[src/rtl/axilite_read_channel_if.sv]
// AXI4-Lite read-channel bundle (AR/R) shared by master and slave.
// Ports: araddr/arvalid/arready, rdata/rresp/rvalid/rready.
interface axilite_read_channel_if #(
  parameter int ADDR_W = 32
);

  logic [ADDR_W-1:0] araddr;
  logic              arvalid;
  logic              arready;
  logic [31:0]       rdata;
  logic [1:0]        rresp;
  logic              rvalid;
  logic              rready;

  modport master (
    output araddr,
    output arvalid,
    output rready,
    input  arready,
    input  rdata,
    input  rresp,
    input  rvalid
  );

  modport slave (
    input  araddr,
    input  arvalid,
    input  rready,
    output arready,
    output rdata,
    output rresp,
    output rvalid
  );

endinterface

[src/rtl/axilite_read_channel.sv]
// AXI4-Lite read slave returning words of the flattened CSR vector.
// Ports: clk, rst (async high), bus (AR/R slave), regs (NUM_REGS x 32).
// Option AXILITE_RD_RANGE_CHECK_EN: SLVERR + zero data past the file.
module axilite_read_channel #(
  parameter int NUM_REGS = 4,
  parameter int ADDR_W   = 32
) (
  input  logic                    clk,
  input  logic                    rst,
  axilite_read_channel_if.slave   bus,
  input  logic [32*NUM_REGS-1:0]  regs
);

  localparam int IDXW = $clog2(NUM_REGS);

  localparam logic [1:0] OKAY   = 2'b00;
`ifdef AXILITE_RD_RANGE_CHECK_EN
  localparam logic [1:0] SLVERR = 2'b10;
  localparam logic [ADDR_W-1:0] LIMIT =
    ADDR_W'(NUM_REGS * 4);
`endif

  typedef enum logic [1:0] {
    IDLE  = 2'd0,
    FETCH = 2'd1,
    RESP  = 2'd2
  } state_t;

  state_t          state_q;
  state_t          state_d;

  logic [IDXW-1:0] idx_q;
  logic [IDXW-1:0] idx_d;
  logic            arready_q;
  logic            arready_d;
  logic            rvalid_q;
  logic            rvalid_d;
  logic [31:0]     rdata_q;
  logic [31:0]     rdata_d;
  logic [1:0]      rresp_q;
  logic [1:0]      rresp_d;

`ifdef AXILITE_RD_RANGE_CHECK_EN
  logic            oor_q;
  logic            oor_d;
`endif

  logic            ar_hs;
  logic            r_hs;
  logic            unused_addr;

  assign ar_hs = bus.arvalid & arready_q;
  assign r_hs  = rvalid_q & bus.rready;

  // Byte offset and (without range check) upper bits are
  // deliberately dropped from the index.
  assign unused_addr = ^bus.araddr;

  // State register.
  always_ff @(posedge clk or posedge rst) begin
    if (rst) begin
      state_q <= IDLE;
    end else begin
      state_q <= state_d;
    end
  end

  // Next-state logic.
  always_comb begin
    state_d = state_q;
    unique case (state_q)
      IDLE:    if (ar_hs) state_d = FETCH;
      FETCH:   state_d = RESP;
      RESP:    if (r_hs) state_d = IDLE;
      default: state_d = IDLE;
    endcase
  end

  // Output logic: next values of the registered outputs.
  always_comb begin
    idx_d     = idx_q;
    arready_d = arready_q;
    rvalid_d  = rvalid_q;
    rdata_d   = rdata_q;
    rresp_d   = rresp_q;
`ifdef AXILITE_RD_RANGE_CHECK_EN
    oor_d     = oor_q;
`endif
    unique case (state_q)
      IDLE: begin
        arready_d = ~ar_hs;
        if (ar_hs) begin
          idx_d = bus.araddr[IDXW+1:2];
`ifdef AXILITE_RD_RANGE_CHECK_EN
          oor_d = (bus.araddr >= LIMIT);
`endif
        end
      end
      FETCH: begin
        // Snapshot taken here; RESP holds it.
        rvalid_d = 1'b1;
        rdata_d  = regs[{idx_q, 5'd0} +: 32];
        rresp_d  = OKAY;
`ifdef AXILITE_RD_RANGE_CHECK_EN
        if (oor_q) begin
          rdata_d = 32'h0;
          rresp_d = SLVERR;
        end
`endif
      end
      RESP: begin
        if (r_hs) begin
          rvalid_d  = 1'b0;
          arready_d = 1'b1;
        end
      end
      default: begin
        arready_d = 1'b0;
        rvalid_d  = 1'b0;
      end
    endcase
  end

  // Output / datapath registers.
  always_ff @(posedge clk or posedge rst) begin
    if (rst) begin
      idx_q     <= '0;
      arready_q <= 1'b0;
      rvalid_q  <= 1'b0;
      rdata_q   <= 32'h0;
      rresp_q   <= OKAY;
    end else begin
      idx_q     <= idx_d;
      arready_q <= arready_d;
      rvalid_q  <= rvalid_d;
      rdata_q   <= rdata_d;
      rresp_q   <= rresp_d;
    end
  end

`ifdef AXILITE_RD_RANGE_CHECK_EN
  always_ff @(posedge clk or posedge rst) begin
    if (rst) begin
      oor_q <= 1'b0;
    end else begin
      oor_q <= oor_d;
    end
  end
`endif

  assign bus.arready = arready_q;
  assign bus.rvalid  = rvalid_q;
  assign bus.rdata   = rdata_q;
  assign bus.rresp   = rresp_q;

endmodule

[src/flat_wrapper.sv]
// flat-port wrapper written by rule: the top's interface ports become plain ports
module axilite_read_channel_flat 
#(
  parameter int NUM_REGS = 4,
  parameter int ADDR_W   = 32
)
  (clk, rst, regs, bus_araddr, bus_arvalid, bus_rready, bus_arready, bus_rdata, bus_rresp, bus_rvalid);
  axilite_read_channel_if #(.ADDR_W(ADDR_W)) bus_i ();
  input  logic clk;
  input  logic rst;
  input  logic [32*NUM_REGS-1:0] regs;
  input wire logic [$bits(bus_i.araddr)-1:0] bus_araddr;
  input wire logic [$bits(bus_i.arvalid)-1:0] bus_arvalid;
  input wire logic [$bits(bus_i.rready)-1:0] bus_rready;
  output wire logic [$bits(bus_i.arready)-1:0] bus_arready;
  output wire logic [$bits(bus_i.rdata)-1:0] bus_rdata;
  output wire logic [$bits(bus_i.rresp)-1:0] bus_rresp;
  output wire logic [$bits(bus_i.rvalid)-1:0] bus_rvalid;
  assign bus_i.araddr = bus_araddr;
  assign bus_i.arvalid = bus_arvalid;
  assign bus_i.rready = bus_rready;
  assign bus_arready = bus_i.arready;
  assign bus_rdata = bus_i.rdata;
  assign bus_rresp = bus_i.rresp;
  assign bus_rvalid = bus_i.rvalid;
  axilite_read_channel #(.NUM_REGS(NUM_REGS), .ADDR_W(ADDR_W)) u_core (.clk(clk), .rst(rst), .bus(bus_i), .regs(regs));
endmodule
[config.mk]
export PLATFORM = sky130hd
export DESIGN_NAME = axilite_read_channel_flat
export DESIGN_NICKNAME = d
export VERILOG_FILES = /design/src/rtl/axilite_read_channel_if.sv /design/src/rtl/axilite_read_channel.sv /design/src/flat_wrapper.sv
export SDC_FILE = /design/constraint.sdc
export NUM_CORES = 1
export LEC_CHECK = 0
export BUFFER_PORTS_ARGS = -buffer_cell sky130_fd_sc_hd__buf_4
export CORE_ASPECT_RATIO = 1.4
export CORE_MARGIN = 5
export CORE_UTILIZATION = 42
export DETAILED_ROUTE_END_ITERATION = 8
export PLACE_DENSITY = 0.95
export SKIP_LAST_GASP = 1
export SLEW_MARGIN = 20
export SYNTH_ARGS = -nofsm -noshare
export SYNTH_HDL_FRONTEND = slang
export SYNTH_SLANG_ARGS = --single-unit
[constraint.sdc]
create_clock -name clk -period 4.55 [get_ports clk]
set_clock_uncertainty 0.1 [all_clocks]
set_input_delay 0.6825 -clock clk [delete_from_list [all_inputs] [get_ports clk]]
set_output_delay 0.6825 -clock clk [all_outputs]
set_load 0.02 [all_outputs]
* Yosys cells after proc, flatten, opt, wreduce, memory -nomap -nowiden
Cells that the tools add are included.
** Word-level totals
- Output and inout port bits :: 36
- Word-level logic and storage cells :: 27
- Flip-flop bits (word level) :: 38
** Operators by class
- Reductions and logical operators :: 5
- Shift-type cells :: 1
- Bitwise operators :: 5
- Equal/unequal tests :: 4
- Multiplexer cells :: 7
** Operator list (number)
- indexed part select 128 x 8 -> 32 bit :: 1
- AND reduction 2 bit :: 4
- one-hot mux 1 bit (3 select lines) :: 2
- one-hot mux 2 bit (3 select lines) :: 1
- two-way mux 2 bit :: 2
- != test 2 x 1 -> 1 bit (second input constant) :: 2
- inverter 1 bit :: 3
- bitwise AND 1 bit :: 2
- equality test 2 x 1 -> 1 bit (second input constant) :: 1
- equality test 2 bit (second input constant) :: 1
- logical NOT 2 bit :: 1
- two-way mux 1 bit :: 2

* Depth between registers and ports, before layout
Gate-level depths: netlist of run 1.
- Word-level depth :: 3
- Mapped depth :: 4
- Depth with buffers taken out :: 2

* Worst setup path after synthesis of run 1
No wires, ideal clock.
- Kind :: input to register
- From :: in regs[52]
- To :: reg u_core.rdata_q[20], in the netlist u_core.bus.rdata[20]
- Setup time :: 125 ps
- Path slack :: 2921 ps
- Buffers on the path :: 0
- Arrival :: 1404 ps
- Cell stages on the path :: 2
- Required time :: 4325 ps
- Cells stage by stage :: mux4_1 > mux2_2
** On the way
- Longest elaborated chain between the ends :: 1
** RTL lines
- start, declared :: line flat_wrapper.sv:11 : input logic [32*NUM_REGS-1:0] regs;
- indexed part select 128 x 8 -> 32 bit :: line axilite_read_channel.sv:102 : rdata_d = regs[{idx_q, 5'd0} +: 32];
- end signal, assigned :: line axilite_read_channel.sv:136 : rdata_q <= rdata_d;
- end, declared :: line axilite_read_channel.sv:38 : logic [31:0] rdata_q;
No other way between the ends.
A chain may end at the register's enable or synchronous reset.

* Worst setup path in the final report of run 1
- From :: reg u_core.state_q[0]
- To :: reg u_core.rdata_q[21], in the netlist u_core.bus.rdata[21]
** On the way
- Longest elaborated chain between the ends :: 1
** RTL lines
- start, declared :: line axilite_read_channel.sv:29 : state_t state_q;
- start signal, assigned :: line axilite_read_channel.sv:64 : state_q <= state_d;
- equality test 2 x 1 -> 1 bit :: line axilite_read_channel.sv:89 : unique case (state_q)
No other way between the ends.

==> impl_results.md, run 1 <==
* Status: finished, final reports clean
* Setup tns final at 0 ps
* Slew headroom at 0.585
* Hold_buf cts at 0
* Gr busiest metal: met2
* Met2 GRT Util at 0.372
* Setup Viol. Count Final at 0
* DRC at 0
* Pleak at 1.83 nW
* Final period utilization at 0.441
* Clock transition at the registers of the reported paths at approximately 80 ps
* Grt met1 use at 0.195
* Pre-CTS setup slack at about 2300 ps
* Die width at between 70 and 80 um
* Grt ovf at 0
* Wire per inst at between 20 and 25 um
* Most frequent cells in the layout: buf_4, dfrtp_1, mux4_2, mux2_4, clkbuf_8
* Post-CTS sizing at 0
* Half-perimeter wire length after placement at roughly 6000 um
* CORE AREA at approximately 0.0055 mm2
* Total CTS buffers at 5
* Nets at 458
* Footprint of the multi-input gates at about 0.0013 mm2
* Routed vias/inst at 5.33
* # diodes at 0
* Commonest non-fill, non-tap cell in the layout: buf_4
* Hold slack at 403 ps
* Minimum clock period at between 2000 and 2500 ps
* Setup Crit Path Kind: flop to flop
* IO buf count at ~170
* CP delay by family, top: simple AND/OR/NAND/NOR gates
* RePlAce Congestion at around 0.72
* Buffer levels on the longest clock path at 2
* YS warnings at 0
* CP required at 4630 ps
* Number of nets with antenna violations after routing at 0
* Die area at approximately 0.0073 mm2
* Total of max-cap violations at 0
* Root Buffer Master: clkbuf_8
* F_max at approximately 0.5 GHz
* Max Slew Vio Count at 0
* Largest net degree at the start of global routing at 39
* Syn_area_per_cell at 18.3 um2
* Worst-path cell with the longest stage delay: nor2b_4
* Worst Path Buf+Inv at 1
* Top post-synthesis cells by area: dfrtp_1, mux4_2, mux2_4
* WL final at 7420 um
* Path type of the worst min-delay path: flop to flop
* Slowest cell delay on critical path at 530 ps
* Fill cells at ~420
* PD cells at about 640 mW/mm2
* CTS tree: built
* Num rows at 32
* Synth Register Bits at 38
* Reg area at roughly 950 um2
* GRT met3 Usage at 0.0799
* Via count at slightly below 2,000
* Crit path cell chain: nor2b_4 -> buf_4 -> mux2_2
* Worst Hold Launch: u_core.bus.rvalid
* Setup crit start: u_core.state_q[0]
* RSZ-0062 raised after global routing: false
* Crit. End Element: flop
* Starting Density at 0.431
* Final worst slack at 2540 ps
* Crit Reg-Reg Startpoint: u_core.state_q[0]
* Initial antenna violation count at 0
* Clock Latency Late Sink at about 280 ps
* Maximum VDD drop at approximately 0.5 mV
* CP arrival at 2080 ps
* DR iter-0 viols at 68
* Total Routing Usage GR at 0.201
* H-tree depth at 2
* DRT Pass-1 Iters at 4
* Die Y at 99.1 um
* Post-CTS Setup Repair Bufs at 0
* Global-route wire length before repair at 11,200 um
* Hold Violations, Final at 0
* CP max FO at 19
* Seq/Total Area, Yosys at 0.399
* Layout cell share with drive strength beyond 1 at 0.824
* CTS sink cnt at 38
* Boundary pin count at 200
* Synth top area share at 0.399
* Element type at the critical path start: flop
* Vias in the first global route at 2,286
* Mapped Cells at 130
* Area leader, netlist: dfrtp_1
* Synth-to-layout area growth at 58.3%
* Measured slew at the worst slew-check pin at around 620 ps
* Post-Syn Area at 0.00238 mm2
* Unique masters post-synth at 20
==> report_power, final <==
part	total, W	internal (W)	switching (W)
combinational	0.00135	0.000819	0.000526
clock	0.000354	0.000234	0.000120
sequential	0.000699	0.000515	0.000184
==> area by class of cell <==
cell class | instances | area share
multi-input combinational | 76 | 0.345
timing repair buffer | 170 | 0.339
sequential | 38 | 0.253
tap | 68 | 0.0226
clock buffer | 6 | 0.0219
clock inverter | 2 | 0.0159
inverter | 3 | 0.00299
==> worst register-to-register path, stage by stage (launching register included) <==
cell     delay (ps)
dfrtp_1         430
nor2b_4         530
buf_4           460
mux2_2          390
==> cell usage after synthesis <==
master and number:
dfrtp_1 38, mux4_1 3, a21boi_0 1, clkbuf_1 1
buf_2 5, mux2_2 5, o21a_1 1, buf_6 1
nand2b_1 1, nor2b_1 1, buf_4 4, a21o_1 1
conb_1 1, a221oi_1 1, buf_12 3, inv_1 3
mux4_2 29, and4bb_1 1, o21ai_0 1, mux2_4 29
==> metrics by stage <==
stage / total power (W) / instances / area [um2] / util
5_1_grt: 0.00253 / 363 / 3770 / 0.682
3_5_place_dp: 0.00207 / 355 / 3620 / 0.656
4_1_cts: 0.00243 / 363 / 3770 / 0.682
6_report: 0.00240 / 363 / 3770 / 0.682
2_1_floorplan: 0.00166 / 131 / 2380 / -
3_3_place_gp: 0.00201 / 355 / 3620 / 0.656
==> path summary, 6_finish.rpt <==
| check | depth (start not counted) | slack (ps) | end |
|---|---|---|---|
| setup / recovery | 3 | 2540 | u_core.bus.rdata[21] |
| hold / removal | 1 | 400 | u_core.bus.rvalid |
| setup reg to reg | 3 | 2540 | u_core.bus.rdata[21] |
| hold reg to reg | 1 | 400 | u_core.bus.rvalid |
| max in group asynchronous | 3 | 3560 | u_core.idx_q[0] |
| min in group asynchronous | 3 | 420 | u_core.bus.rdata[1] |
==> layer usage <==
metal  routed length (um)  vias to the layer above
met3                  910                       20
met4                  177                        0
li1                     -                      844
met5                    0                        -
met2                 4160                      119
met1                 2180                      950
==> flip-flops by register name (all words and copies together) (netlist names) <==
register	count
u_core.bus.rvalid	1
u_core.state_q	2
u_core.idx_q	2
u_core.bus.arready	1
u_core.bus.rdata	32
==> cell families after synthesis <==
family	after synthesis	synth area share
AND/OR/NAND/NOR	3	0.0105
buffers and inverters	17	0.0594
flip-flops	38	0.399
other	1	0.00157
AO/OA/AOI/OAI	5	0.0152
multiplexers	66	0.514
Power figures use the tool's default switching activity.
==> inputs of run 2 (changes only) <==
--- a/config.mk
+++ b/config.mk
@@ -5,12 +5,13 @@
 export SDC_FILE = /design/constraint.sdc
 export NUM_CORES = 1
 export LEC_CHECK = 0
+export ABC_AREA = 1
 export BUFFER_PORTS_ARGS = -buffer_cell sky130_fd_sc_hd__buf_4
 export CORE_ASPECT_RATIO = 1.4
 export CORE_MARGIN = 5
-export CORE_UTILIZATION = 42
+export CORE_UTILIZATION = 43
 export DETAILED_ROUTE_END_ITERATION = 8
-export PLACE_DENSITY = 0.95
+export PLACE_DENSITY = 0.91
 export SKIP_LAST_GASP = 1
 export SLEW_MARGIN = 20
 export SYNTH_ARGS = -nofsm -noshare
==> constraint.sdc (replaced) <==
create_clock -name clk -period 1.9 [get_ports clk]
set_clock_uncertainty 0.1 [all_clocks]
set_input_delay 0.285 -clock clk [delete_from_list [all_inputs] [get_ports clk]]
set_output_delay 0.285 -clock clk [all_outputs]
set_load 0.02 [all_outputs]
==> run 2 against run 1 <==
Hold slack got worse by 280 ps; critical path depth rose by 3; global-route usage fell by 0.19 points; critical endpoint is now u_core.bus.rdata[4]; largest power group unchanged.
==> impl_results.md, run 2 <==
* Status: finished, final reports clean
* Post-synthesis mux area share at 0 (-0.514)
* Element type at the critical path start: flop
* H-tree depth at 2 (unchanged)
* Most common cell in the synthesized netlist: nand2_1
* Maximum VDD drop at 0.871 mV (+73%)
* Post-DP Area at 0.00429 mm2 (+18%)
* Max Slew Vio Count at 0 (unchanged)
* Clock Latency Late Sink at 280 ps (about the same)
* DRC at 0 (unchanged)
* Die Y at 109 um (+10%)
* Layout cell share with drive strength beyond 1 at 0.271 (-0.553)
* WL final at 9100 um (+23%)
* Post-CTS sizing at 0 (unchanged)
* Die area at 0.00880 mm2 (+21%)
* Seq/Total Area, Yosys at 0.316 (-0.0838)
* Top post-synthesis cells by area: nand2_1, dfrtp_1, inv_1
* Sequential share of power at 0.258 (-0.034)
* Adder-cell area share of the yosys netlist at 0 (unchanged)
* Via count at 3,511 (+82%)
* Slew headroom at 0.615 (+0.0292)
* Synth Flop Type: dfrtp_1
* Commonest non-fill, non-tap cell in the layout: nand2_1
* YS warnings at 0 (unchanged)
* CP required at 2010 ps (-2620 ps)
* Total Routing Usage GR at 0.199 (-0.00188)
* Area fraction in compound gates after synthesis at 0.00748 (-0.00776)
* Crit. End Element: flop
* Mapped Cells at 537 (+310%)
* Number of nets with antenna violations after routing at 0 (unchanged)
* Switching part of the total power at 0.479 (+0.133)
* Global-route wire length before repair at 13,900 um (+24%)
* Area leader, netlist: nand2_1
* # diodes at 0 (unchanged)
* Minimum clock period at 1500 ps (-509 ps)
* Sw Pwr at 0.00270 W (+230%)
* Top cells by count, synth: nand2_1, inv_1, nand3_1
* RSZ-0062 raised after global routing: false
* Largest net degree at the start of global routing at 65 (+67%)
* Synth Register Bits at 38 (unchanged)
* Final period utilization at 0.788 (+0.347)
* CTS tree: built
* Max reg flops at 32 (unchanged)
* Unique masters post-synth at 14 (-30%)
* Measured slew at the worst slew-check pin at 577 ps (-44.6 ps)
* Synth top area share at 0.328 (-0.0717)
* Grt ovf at 0 (unchanged)
* Vias in the first global route at 3,132 (+37%)
* Die width at 80.7 um (+9.7%)
* Post-Syn Area at 0.00301 mm2 (+27%)
* F_max at 0.668 GHz (+34%)
* Pwr Total at 0.00563 W (+130%)
* RePlAce Congestion at 0.778 (+8.0%)
* CORE AREA at 0.00689 mm2 (+25%)
* Starting Density at 0.437 (+0.00625)
* Initial antenna violation count at 0 (unchanged)
* Power share of the combinational group at 0.643 (+0.082)
* Hold slack at 120 ps (-283 ps)
* Total of max-cap violations at 0 (unchanged)
* Half-perimeter wire length after placement at 7230 um (+19%)
* Routed vias/inst at 4.44 (-17%)
* Async SR Flop Fraction at 1.00 (unchanged)
* CP max FO at 12 (-7)
* Pleak at 2.94 nW (+61%)
* IO buf count at 167 (unchanged)
* Num rows at 36 (+13%)
* Post-route design area at 0.00439 mm2 (+16%)
* Post-synthesis xor/xnor area fraction at 0 (unchanged)
* Boundary pin count at 200 (unchanged)
* Post-Synth Simple-Gate Area at 0.441 (+0.430)
* Buffer levels on the longest clock path at 2 (unchanged)
* Synth-to-layout area growth at 45.6%
* Syn_area_per_cell at 5.61 um2 (-69%)
* Total internal power at 0.00293 W (+87%)
* Clock power share at 0.099 (-0.049)
* Reg-to-reg slack, setup at 400 ps (-2140 ps)
* Main combinational cell family by area after synthesis: simple AND/OR/NAND/NOR gates
* CTS sink cnt at 38 (unchanged)
* PD cells at 1280 mW/mm2 (+100%)
* Number of synthesized flops with an enable pin at 0 (unchanged)
* DR iter-0 viols at 212 (+210%)
* Setup Crit Path Kind: flop to flop
* Clock transition at the registers of the reported paths at 70 ps (about the same)
* Hold Violations, Final at 0 (unchanged)
* Nets at 858 (+87%)
* Setup Viol. Count Final at 0 (unchanged)
* Most frequent cells in the layout: nand2_1, buf_4, inv_1
* DRT Pass-1 Iters at 5 (+1)
* CP arrival at 1610 ps (-470 ps)
* Root Buffer Master: clkbuf_8
* Total CTS buffers at 5 (unchanged)
* Setup tns final at 0 ps (unchanged)
* Wire per inst at 11.5 um (-44%)
* Path type of the worst min-delay path: primary input to flop
[run 2: power by group through the flow]
stage	sequential, W	combinational (W)	clock [W]
detailed placement	0.00146	0.00366	0
global placement	0.00146	0.00354	0
global route	0.00151	0.00406	0.000604
floorplan	0.00185	0.00210	0
CTS	0.00146	0.00366	0.000565
finish	0.00146	0.00362	0.000558
[run 2: kinds of logic (layout without fill, tap and decap cells)]
kind of cell / Yosys count / in the layout
buf+inv: 163 / 320
flops: 38 / 38
compound gates: 4 / 4
simple gates: 331 / 331
other cells: 1 / 2
[run 2: what timing repair did]
item	CTS	global route
endpoints found under the hold margin	11	0
hold buffers	1	0
buffers inserted	0	0
[run 2: per-stage QoR]
stage	std cells	setup slack [ps]	utilization
floorplan	538	654	-
global placement	781	477	0.622
detailed placement	781	410	0.622
CTS	790	399	0.637
global route	790	284	0.637
finish	790	403	0.637
[run 2: final cells by class]
cell class	count	area, um2
fill	633	2500
timing repair buffer	178	1360
multi-input combinational	337	1360
sequential	38	952
inverter	134	503
tap	95	119
clock buffer	7	86.3
clock inverter	1	5.00
[run 2: critical path, stage by stage (launching register included)]
cell     delay [ps]
dfrtp_1         380
inv_1           100
nand2_2         160
inv_1           320
buf_4           240
nand2_1          70
nand2_1          60
[run 2: layer usage]
metal	global-route usage	up-vias	share of wire
met4	0.0580	0	0.021
met5	0	-	0
li1	-	1831	-
met2	0.369	133	0.53
met1	0.222	1533	0.38
met3	0.0504	14	0.074
[run 2: path summary, 6_finish.rpt]
path | startpoint | to | cells after the start
worst min-delay path | bus_araddr[2] | u_core.idx_q[0] | 3
worst max-delay path | u_core.state_q[1] | u_core.bus.rdata[4] | 6
worst max register to register | u_core.state_q[1] | u_core.bus.rdata[4] | 6
min in group asynchronous | rst | u_core.idx_q[1] | 3
max in group asynchronous | rst | u_core.bus.rdata[7] | 4
worst min register to register | u_core.bus.rdata[1] | u_core.bus.rdata[1] | 2
==> inputs of run 3 (changes only) <==
--- a/config.mk
+++ b/config.mk
@@ -5,13 +5,13 @@
 export SDC_FILE = /design/constraint.sdc
 export NUM_CORES = 1
 export LEC_CHECK = 0
-export ABC_AREA = 1
+export ABC_AREA = 0
 export BUFFER_PORTS_ARGS = -buffer_cell sky130_fd_sc_hd__buf_4
 export CORE_ASPECT_RATIO = 1.4
 export CORE_MARGIN = 5
-export CORE_UTILIZATION = 43
+export CORE_UTILIZATION = 39
 export DETAILED_ROUTE_END_ITERATION = 8
-export PLACE_DENSITY = 0.91
+export PLACE_DENSITY = 0.9
 export SKIP_LAST_GASP = 1
 export SLEW_MARGIN = 20
 export SYNTH_ARGS = -nofsm -noshare
==> constraint.sdc (replaced) <==
create_clock -name clk -period 1.5 [get_ports clk]
set_clock_uncertainty 0.1 [all_clocks]
set_input_delay 0.225 -clock clk [delete_from_list [all_inputs] [get_ports clk]]
set_output_delay 0.225 -clock clk [all_outputs]
set_load 0.02 [all_outputs]
==> run 3 against run 2 <==
Clock power up 22%; maximum frequency down 11%; register-to-register slack got worse by 580 ps; hold slack lost 37 ps; cell area is 12% lower; largest cell class unchanged; the run now ends with negative setup slack left; die area is 12% lower; critical path depth fell by 3.
==> impl_results.md, run 3 (synthesis results as in run 1) <==
* H-tree depth at 2 (unchanged)
* Crit path cell chain: buf_12 -> mux4_2 -> mux2_4
* Hold Violations, Final at 0 (unchanged)
* Vias in the first global route at 2,281 (-27%)
* Element type at the critical path start: flop
* Post-CTS sizing at 0 (unchanged)
* Reg-to-reg slack, setup at -180 ps (-580 ps)
* DRC at 0 (unchanged)
* Post-layout util at 0.654 (+0.0174)
* Worst Path Buf+Inv at 1 (-2)
* Setup Crit Path Kind: flop to flop
* PD cells at 1880 mW/mm2 (+46%)
* Boundary pin count at 200 (unchanged)
* Via count at 1,925 (-45%)
* Num rows at 33 (-8.3%)
* Largest net degree at the start of global routing at 39 (-40%)
* RePlAce Congestion at 0.788 (+1.3%)
* Routed vias/inst at 5.19 (+17%)
* Fill cells at 459 (-27%)
* Wire per inst at 19.0 um (+65%)
* Most frequent cells in the layout: buf_4, dfrtp_1, mux4_2, mux2_4
* R2R cell count at 3 (-3)
* CP max FO at 15 (+3)
* Layout cell share with drive strength beyond 1 at 0.821 (+0.550)
* Total of max-cap violations at 0 (unchanged)
* Root Buffer Master: clkbuf_8
* # diodes at 0 (unchanged)
* Max reg flops at 32 (unchanged)
* Die Y at 102 um (-6.0%)
* Setup tns final at -4280 ps (-4280 ps)
* Crit. End Element: flop
* Die area at 0.00779 mm2 (-12%)
* CP delay by family, top: multiplexers
* Global-route wire length before repair at 11,100 um (-21%)
* Clock transition at the registers of the reported paths at 70 ps (about the same)
* Synth-to-layout area growth at 62.2%
* Grt ovf at 0 (unchanged)
* Buffer levels on the longest clock path at 2 (unchanged)
* Nets at 465 (-46%)
* Maximum VDD drop at 0.889 mV (+2.1%)
* Slowest cell delay on critical path at 530 ps (+150 ps)
* Pleak at 1.86 nW (-37%)
* Die width at 76.0 um (-5.8%)
* Final worst slack at -176 ps (-579 ps)
* Total CTS buffers at 5 (unchanged)
* CTS tree: built
* CORE AREA at 0.00590 mm2 (-14%)
* Minimum clock period at 1680 ps (+179 ps)
* Worst Hold Launch: bus_araddr[3]
* Failing checks: negative setup slack
* Clock Latency Late Sink at 280 ps (about the same)
* F_max at 0.597 GHz (-11%)
* Commonest non-fill, non-tap cell in the layout: buf_4
* CP arrival at 1740 ps (+130 ps)
* Initial antenna violation count at 0 (unchanged)
* CTS sink cnt at 38 (unchanged)
* IO buf count at 167 (unchanged)
* RSZ-0062 raised after global routing: true
* Reg-to-Reg End: u_core.bus.rdata[11]
* DR iter-0 viols at 46 (-78%)
* Status: finished, violations left
* DRT Pass-1 Iters at 4 (-1)
* Setup Viol. Count Final at 32 (+32)
* Half-perimeter wire length after placement at 5720 um (-21%)
* Number of nets with antenna violations after routing at 0 (unchanged)
* Max Slew Vio Count at 0 (unchanged)
* Path type of the worst min-delay path: primary input to flop
* WL final at 7060 um (-22%)
* Worst-path cell with the longest stage delay: mux4_2
* Final period utilization at 1.12 (+0.330)
* Starting Density at 0.403 (-0.0339)
* Hold Path End: u_core.idx_q[1]
* Crit Reg-Reg Startpoint: u_core.idx_q[0]
* Hold path depth at 2 (-1)
* CP required at 1560 ps (-450 ps)
* Total Routing Usage GR at 0.180 (-0.0198)
-- run 3: changes by cell type in the layout (fill, tap and decap cells not counted), sizes merged, moves of 2 or more --
cell,before,now
o21ai,3,1
buf,177,175
nand2,264,0
mux4,0,32
inv,133,2
mux2,0,34
nand3,66,0
-- run 3: what timing repair did --
item | 4_1_cts | 5_1_grt
hold buffers | 1 | 0
endpoints found under the hold margin | 38 | 0
setup buffers | 0 | 1
pin swaps | 0 | 0
endpoints found under the setup margin | 32 | 32
cloned | 0 | 1
-- run 3: power by group --
part / leakage (nW) / internal, W / switching [W]
clock: 0.0443 / 0.000364 / 0.000315
combinational: 1.37 / 0.00280 / 0.00182
sequential: 0.449 / 0.00156 / 0.000372
-- run 3: final cells by class --
| cell class | instances | area, um2 | area share |
|---|---|---|---|
| sequential | 38 | 952 | 0.247 |
| clock buffer | 7 | 86.3 | 0.0224 |
| tap | 70 | 87.6 | 0.0227 |
| inverter | 3 | 11.3 | 0.00292 |
| timing repair buffer | 177 | 1420 | 0.369 |
| multi-input combinational | 76 | 1300 | 0.337 |
-- run 3: layer usage --
layer / global-route usage / share of wire
met4: 0.0329 / 0.0069
met3: 0.0556 / 0.080
met1: 0.187 / 0.33
met2: 0.354 / 0.58
met5: 0 / 0
-- run 3: worst max-delay path by stage --
| stage | startpoint | slack, ps | to | cells past startpoint |
|---|---|---|---|---|
| 2_1_floorplan | u_core.idx_q[0] | -70 | u_core.bus.rdata[10] | 4 |
| 3_3_place_gp | u_core.idx_q[0] | -120 | u_core.bus.rdata[20] | 3 |
| 3_5_place_dp | u_core.idx_q[0] | -160 | u_core.bus.rdata[21] | 3 |
| 4_1_cts | u_core.idx_q[0] | -160 | u_core.bus.rdata[21] | 3 |
| 5_1_grt | u_core.idx_q[0] | -220 | u_core.bus.rdata[11] | 3 |
| 6_report | u_core.idx_q[0] | -180 | u_core.bus.rdata[11] | 3 |
-- run 3: stage by stage --
stage                     power, W  cell area, um2  hold WS [ps]  setup WS, ps  std cells
after floorplan            0.00503            2380           277         -65.4        131
after global placement     0.00640            3730           266          -121        361
after detailed placement   0.00653            3730           273          -156        361
after CTS                  0.00724            3830          70.6          -161        369
after global routing       0.00767            3860          67.2          -222        371
final                      0.00724            3860          82.5          -176        371
-- run 3: worst reg2reg max path: stages, from the launching register on --
cell     delay (ps)
dfrtp_2         450
buf_12          190
mux4_2          540
mux2_4          270
